`src/rtl/v16_pulse_generator.sv`:
```
// -----------------------------------------------------------------------------
// v16_pulse_generator
//
// Synthetic detector-pulse source for the v16 shaping filter. It produces an
// ADC-format sample stream made of a constant pedestal plus, for every
// accepted trigger, a linear rise over 2^RISE_SHIFT cycles followed by an
// exponential decay. A trigger accepted while a pulse is decaying stacks on
// top of the remaining tail (pile-up).
//
// Ports:
//   clk         clock
//   reset       asynchronous, active-low reset
//   trig_valid  request to start a pulse
//   trig_amp    pulse amplitude in ADC counts, sampled with trig_valid
//   trig_ready  trigger can be accepted this cycle (low only while rising)
//   adc_data    registered sample stream: BASELINE + pulse, clamped
//   busy        a pulse is in progress
//   pulse_cnt   number of accepted triggers, wraps
//
// state   | meaning
// --------+------------------------------------------------------------
// S_IDLE  | no pulse, accumulator held at zero, waiting for a trigger
// S_RISE  | adding step to the accumulator once per cycle, triggers blocked
// S_DECAY | exponential tail; a new trigger restarts the rise on top of it
// -----------------------------------------------------------------------------
module v16_pulse_generator #(
    parameter int ADC_W       = 12,
    parameter int BASELINE    = 100,
    parameter int FRAC        = 8,
    parameter int RISE_SHIFT  = 2,
    parameter int DECAY_SHIFT = 4,
    parameter int CNT_W       = 16
) (
    input  logic             clk,
    input  logic             reset,
    input  logic             trig_valid,
    input  logic [ADC_W-1:0] trig_amp,
    output logic             trig_ready,
    output logic [ADC_W-1:0] adc_data,
    output logic             busy,
    output logic [CNT_W-1:0] pulse_cnt
);

    // One spare integer bit above ADC_W so pile-up can exceed full scale
    // before the output clamp kicks in.
    localparam int ACC_W    = ADC_W + FRAC + 1;
    localparam int INT_W    = ACC_W - FRAC;
    localparam int RC_W     = (RISE_SHIFT > 0) ? RISE_SHIFT : 1;
    localparam int RISE_LEN = 1 << RISE_SHIFT;

    localparam logic [RC_W-1:0]  RISE_LAST = RC_W'(RISE_LEN - 1);
    localparam logic [ACC_W-1:0] ACC_MAX   = '1;
    localparam logic [INT_W:0]   BASE_EXT  = (INT_W + 1)'(BASELINE);
    localparam logic [INT_W:0]   ADC_MAX   = (INT_W + 1)'((1 << ADC_W) - 1);

    typedef enum logic [1:0] {
        S_IDLE,
        S_RISE,
        S_DECAY
    } state_t;

    state_t           state_q,     state_d;
    logic [ACC_W-1:0] acc_q,       acc_d;
    logic [ACC_W-1:0] step_q,      step_d;
    logic [RC_W-1:0]  rise_cnt_q,  rise_cnt_d;
    logic [ADC_W-1:0] adc_data_q,  adc_data_d;
    logic [CNT_W-1:0] pulse_cnt_q, pulse_cnt_d;

    logic             accept;
    logic [ACC_W-1:0] step_new;
    logic [ACC_W:0]   acc_sum;
    logic [ACC_W-1:0] acc_sat;
    logic [ACC_W-1:0] acc_decay;
    logic             acc_int_zero;
    logic [INT_W:0]   adc_sum;

    assign trig_ready = (state_q != S_RISE);
    assign accept     = trig_valid & trig_ready;

    // Amplitude spread evenly across the rise: amp * 2^FRAC / 2^RISE_SHIFT.
    assign step_new = {{(ACC_W - ADC_W){1'b0}}, trig_amp} << (FRAC - RISE_SHIFT);

    assign acc_sum      = {1'b0, acc_q} + {1'b0, step_q};
    assign acc_sat      = acc_sum[ACC_W] ? ACC_MAX : acc_sum[ACC_W-1:0];
    assign acc_decay    = acc_q - (acc_q >> DECAY_SHIFT);
    assign acc_int_zero = (acc_q[ACC_W-1:FRAC] == '0);

    assign adc_sum = {1'b0, acc_q[ACC_W-1:FRAC]} + BASE_EXT;

    always_comb begin
        state_d     = state_q;
        acc_d       = acc_q;
        step_d      = step_q;
        rise_cnt_d  = rise_cnt_q;
        pulse_cnt_d = pulse_cnt_q;
        adc_data_d  = (adc_sum > ADC_MAX) ? ADC_MAX[ADC_W-1:0] : adc_sum[ADC_W-1:0];

        case (state_q)
            S_IDLE: begin
                acc_d = '0;
                if (accept) begin
                    step_d      = step_new;
                    rise_cnt_d  = '0;
                    pulse_cnt_d = pulse_cnt_q + CNT_W'(1);
                    state_d     = S_RISE;
                end
            end
            S_RISE: begin
                acc_d      = acc_sat;
                rise_cnt_d = rise_cnt_q + RC_W'(1);
                if (rise_cnt_q == RISE_LAST) begin
                    state_d = S_DECAY;
                end
            end
            S_DECAY: begin
                // A new trigger wins over decay so the tail is carried over
                // intact into the next rise.
                if (accept) begin
                    step_d      = step_new;
                    rise_cnt_d  = '0;
                    pulse_cnt_d = pulse_cnt_q + CNT_W'(1);
                    state_d     = S_RISE;
                end else if (acc_int_zero) begin
                    acc_d   = '0;
                    state_d = S_IDLE;
                end else begin
                    acc_d = acc_decay;
                end
            end
            default: begin
                acc_d   = '0;
                state_d = S_IDLE;
            end
        endcase
    end

    always_ff @(posedge clk or negedge reset) begin
        if (!reset) begin
            state_q     <= S_IDLE;
            acc_q       <= '0;
            step_q      <= '0;
            rise_cnt_q  <= '0;
            adc_data_q  <= ADC_W'(BASELINE);
            pulse_cnt_q <= '0;
        end else begin
            state_q     <= state_d;
            acc_q       <= acc_d;
            step_q      <= step_d;
            rise_cnt_q  <= rise_cnt_d;
            adc_data_q  <= adc_data_d;
            pulse_cnt_q <= pulse_cnt_d;
        end
    end

    assign adc_data  = adc_data_q;
    assign busy      = (state_q != S_IDLE);
    assign pulse_cnt = pulse_cnt_q;

endmodule

```
`config.mk`:
```
export PLATFORM = sky130hd
export DESIGN_NAME = v16_pulse_generator
export DESIGN_NICKNAME = d
export VERILOG_FILES = /design/src/rtl/v16_pulse_generator.sv
export SDC_FILE = /design/constraint.sdc
export NUM_CORES = 1
export LEC_CHECK = 0
export BUFFER_PORTS_ARGS = -buffer_cell sky130_fd_sc_hd__buf_2
export CORE_MARGIN = 10
export CORE_UTILIZATION = 55
export DETAILED_ROUTE_END_ITERATION = 16
export GPL_ROUTABILITY_DRIVEN = 0
export PLACE_DENSITY = 0.84
export SLEW_MARGIN = 20
export SYNTH_ARGS = -nofsm -noshare
export SYNTH_HDL_FRONTEND = slang
export SYNTH_SLANG_ARGS = --single-unit
```
`constraint.sdc`:
```
create_clock -name clk -period 3.15 [get_ports clk]
set_input_delay 0.4725 -clock clk [delete_from_list [all_inputs] [get_ports clk]]
set_output_delay 0.4725 -clock clk [all_outputs]
set_load 0.01 [all_outputs]
```
==> key figures <==
Synth
  – Synth area leader: dfrtp_1
  – Synthesized area per cell: 9.18 um2
  – Area contributors post-synth: dfrtp_1 35%, ha_1 10%, xnor2_1 5.1%
  – Syn Inst Count: 489
  – Top FF cell, synth: dfrtp_1
  – Syn_nets: 543
  – Share of the synthesized area in the top cell type: 34.6%
  – Netlist cell types: 68
  – Synthesized area: 4490 um2
  – Synthesis Warnings: 0
  – Fraction of registers with async set/reset: 100%
  – Yosys reg bits: 65
  – Most numerous cell in the Yosys netlist: dfrtp_1
  – Post-synth EDFFs: 0
  – Sequential element share of the synthesized area: 36.3%
  – Most frequent cells after synthesis: 62 x dfrtp_1, 54 x nand2_1, 37 x ha_1

STA
  – Final setup violation count: 0
  – Total Neg Setup Slack: 0 ns
  – Post-layout min period: 2.96 ns
  – Slew headroom: 54.1%
  – Fmax: 338 MHz
  – Worst-Margin Slew: 0.671 ns
  – RSZ-0062 raised after global routing: false
  – Final Hold Viols: 0
  – Final period utilization: 93.9%
  – Worst hold slack: 0.124 ns
  – Worst Clk Skew: 0.0142 ns
  – Slew Limit Fails: 0

Clock tree
  – Total CTS buffers: 9
  – Root buf cell: clkbuf_8
  – Worst-Skew Late Latency: 0.36 ns
  – Sink Count: 65
  – Max Root-Sink Buffers: 2
  – CTS tree: yes
  – Worst-path clk slew: 0.08 ns
  – CTS HTree Levels: 3
  – Setup bufs post-CTS: 0

Power
  – Power, Total: 5.13 mW
  – Peak supply drop: 0.000566 V
  – Leak pwr: 2.41 nW
  – PwrDens: 1000 nW/um2

Floorplanning
  – Chip Height: 110 um
  – Initial Utilization: 57.2%
  – Core area: 7850 um2
  – Full die area: 12,200 um2
  – I/O pin count: 45
  – Die Width: 110 um
  – # rows: 32

Setup path
  – WP data required: 3.37 ns
  – RR Startpoint: acc_q[10]
  – CP peak stage delay: 0.49 ns
  – Crit-path slowest cell: dfrtp_1
  – Crit path DAT: 3.18 ns
  – CP max FO: 7
  – Crit path max-delay family: compound AO/OA/AOI/OAI gates
  – Crit path cell chain: inv_1 > ha_1 > a2111o_1 > o2111ai_1 > a21boi_1 > o31ai_1 > mux2_2 > a21oi_1 > o22ai_1
  – Reg2Reg Capture Point: acc_q[13]
  – CP Launch Type: flip-flop
  – CP Class: reg -> reg
  – CP Capture Type: flip-flop
  – R2R Setup Slk: 0.19 ns
  – CP bufs+invs: 1
  – Worst r2r path cells: 9

Routing
  – Vias after detailed routing: 4,096
  – WL final: 11,600 um
  – Final antenna-violating net count: 0
  – Initial DRC Count: 355
  – Routed len/inst: 17.8 um
  – DRC violations left: 0
  – Drt first pass iters: 5
  – Drt via density: 6.29

Outcome
  – Status: completed

Finish
  – Syn-to-layout area delta: 13.9%
  – Fill cell count: 678
  – ANT cells: 0
  – Nets: 598
  – Share of cells above drive strength 1: 18.8%

Place
  – Final HPWL DP: 8820 um
  – Port-buffer cells: 44

GRT
  – Largest net degree at the start of global routing: 29
  – Number of global-route vias before repair: 4,115
  – Antenna violations before repair: 0
  – Overall routing resource usage: 19.6%
  – First-pass GRT wire length: 19,300 um
  – Total congestion overflow: 0

Job
  – Max-Cap Viols: 0

Hold path
  – Hold Crit Class: in -> async
-- through the flow --
stage                     cell area [um2]  instances  util [%]  setup WS [ns]
after floorplan                      4490        489         -          0.402
after global placement               4880        635      62.2          0.310
after detailed placement             4880        635      62.2          0.197
after CTS                            5110        651      65.1          0.173
after global routing                 5110        651      65.1        0.00654
final                                5110        651      65.1          0.191
-- power by group --
part,total (mW),switching (mW),internal (mW)
clock network,0.813,0.359,0.453
registers,1.29,0.192,1.10
logic,3.02,1.75,1.27
total,5.13,2.30,2.82
-- worst max path at each step --
stage,from,to,slack [ns],cells past startpoint
final,acc_q[10],acc_q[13],0.19,9
after global routing,acc_q[10],acc_q[13],0.007,9
after CTS,acc_q[0],acc_q[18],0.17,12
after detailed placement,acc_q[0],acc_q[18],0.20,12
after global placement,acc_q[0],acc_q[18],0.31,12
after floorplan,acc_q[0],acc_q[18],0.40,12
-- layout by cell type, fill, tap and decap left out, types with 3 or more instances in the layout --
| cell type | Yosys | final |
|---|---|---|
| dfrtp_1 | 62 | 62 |
| nand2_1 | 54 | 54 |
| buf_2 | 1 | 44 |
| ha_1 | 37 | 37 |
| nor2_1 | 33 | 33 |
| a21oi_1 | 32 | 32 |
| inv_1 | 26 | 26 |
| xnor2_1 | 26 | 26 |
| o21ai_0 | 22 | 22 |
| nand3_1 | 21 | 21 |
| xor2_1 | 14 | 14 |
| mux2_2 | 13 | 13 |
| buf_4 | 0 | 13 |
| a21o_1 | 12 | 12 |
| o22ai_1 | 11 | 11 |
| clkbuf_8 | 0 | 9 |
| nand4_1 | 8 | 8 |
| o21ai_1 | 8 | 8 |
| nand2b_1 | 7 | 7 |
| nor3_1 | 7 | 7 |
| a31oi_1 | 7 | 7 |
| a221oi_1 | 5 | 5 |
| nor4_1 | 4 | 4 |
| nor2b_1 | 4 | 4 |
| o21a_1 | 4 | 4 |
| o211ai_1 | 4 | 4 |
| and2_1 | 3 | 3 |
| dfstp_2 | 3 | 3 |
| inv_6 | 0 | 3 |
-- repair_timing --
action,in CTS,in global routing
endpoints found under the setup margin,0,1
gates resized for setup,0,1
hold buffers,0,0
-- cell type report --
class	count	area, um2	share of cell area, %
multi-input combinational	384	2710	53.0
clock buffer	9	124	2.42
timing repair buffer	57	318	6.22
inverter	27	101	1.98
sequential	65	1630	31.9
clock inverter	7	100	1.96
tap	102	128	2.50
-- flip-flops by register name (all words and copies together), names as in the netlist --
signal      cells
acc_q          21
adc_data       12
pulse_cnt      16
rise_cnt_q      2
state_q         2
step_q         12
-- metal layers --
layer	global-route usage, %	vias up	routed length [um]
met3	3.31	54	955
met2	33.4	219	5640
met1	23.5	1930	4560
li1	-	1893	-
met4	9.36	0	449
met5	0	-	0
-- worst reg2reg max path, cell delays in order (launching register included) --
cell,delay (ns)
dfrtp_1,0.49
inv_1,0.13
ha_1,0.37
a2111o_1,0.45
o2111ai_1,0.25
a21boi_1,0.14
o31ai_1,0.38
mux2_2,0.40
a21oi_1,0.14
o22ai_1,0.08
-- logic make-up (layout without fill, tap and decap cells) --
family | Yosys count | count (layout) | share of synthesized area (%)
flops | 65 | 65 | 36.3
fa+ha+maj | 39 | 39 | 11.2
xor+xnor | 40 | 40 | 7.81
buf+inv | 40 | 100 | 3.37
mux | 17 | 17 | 4.29
compound gates | 138 | 138 | 21.5
simple gates | 150 | 150 | 15.5
Power figures use the tool's default switching activity.
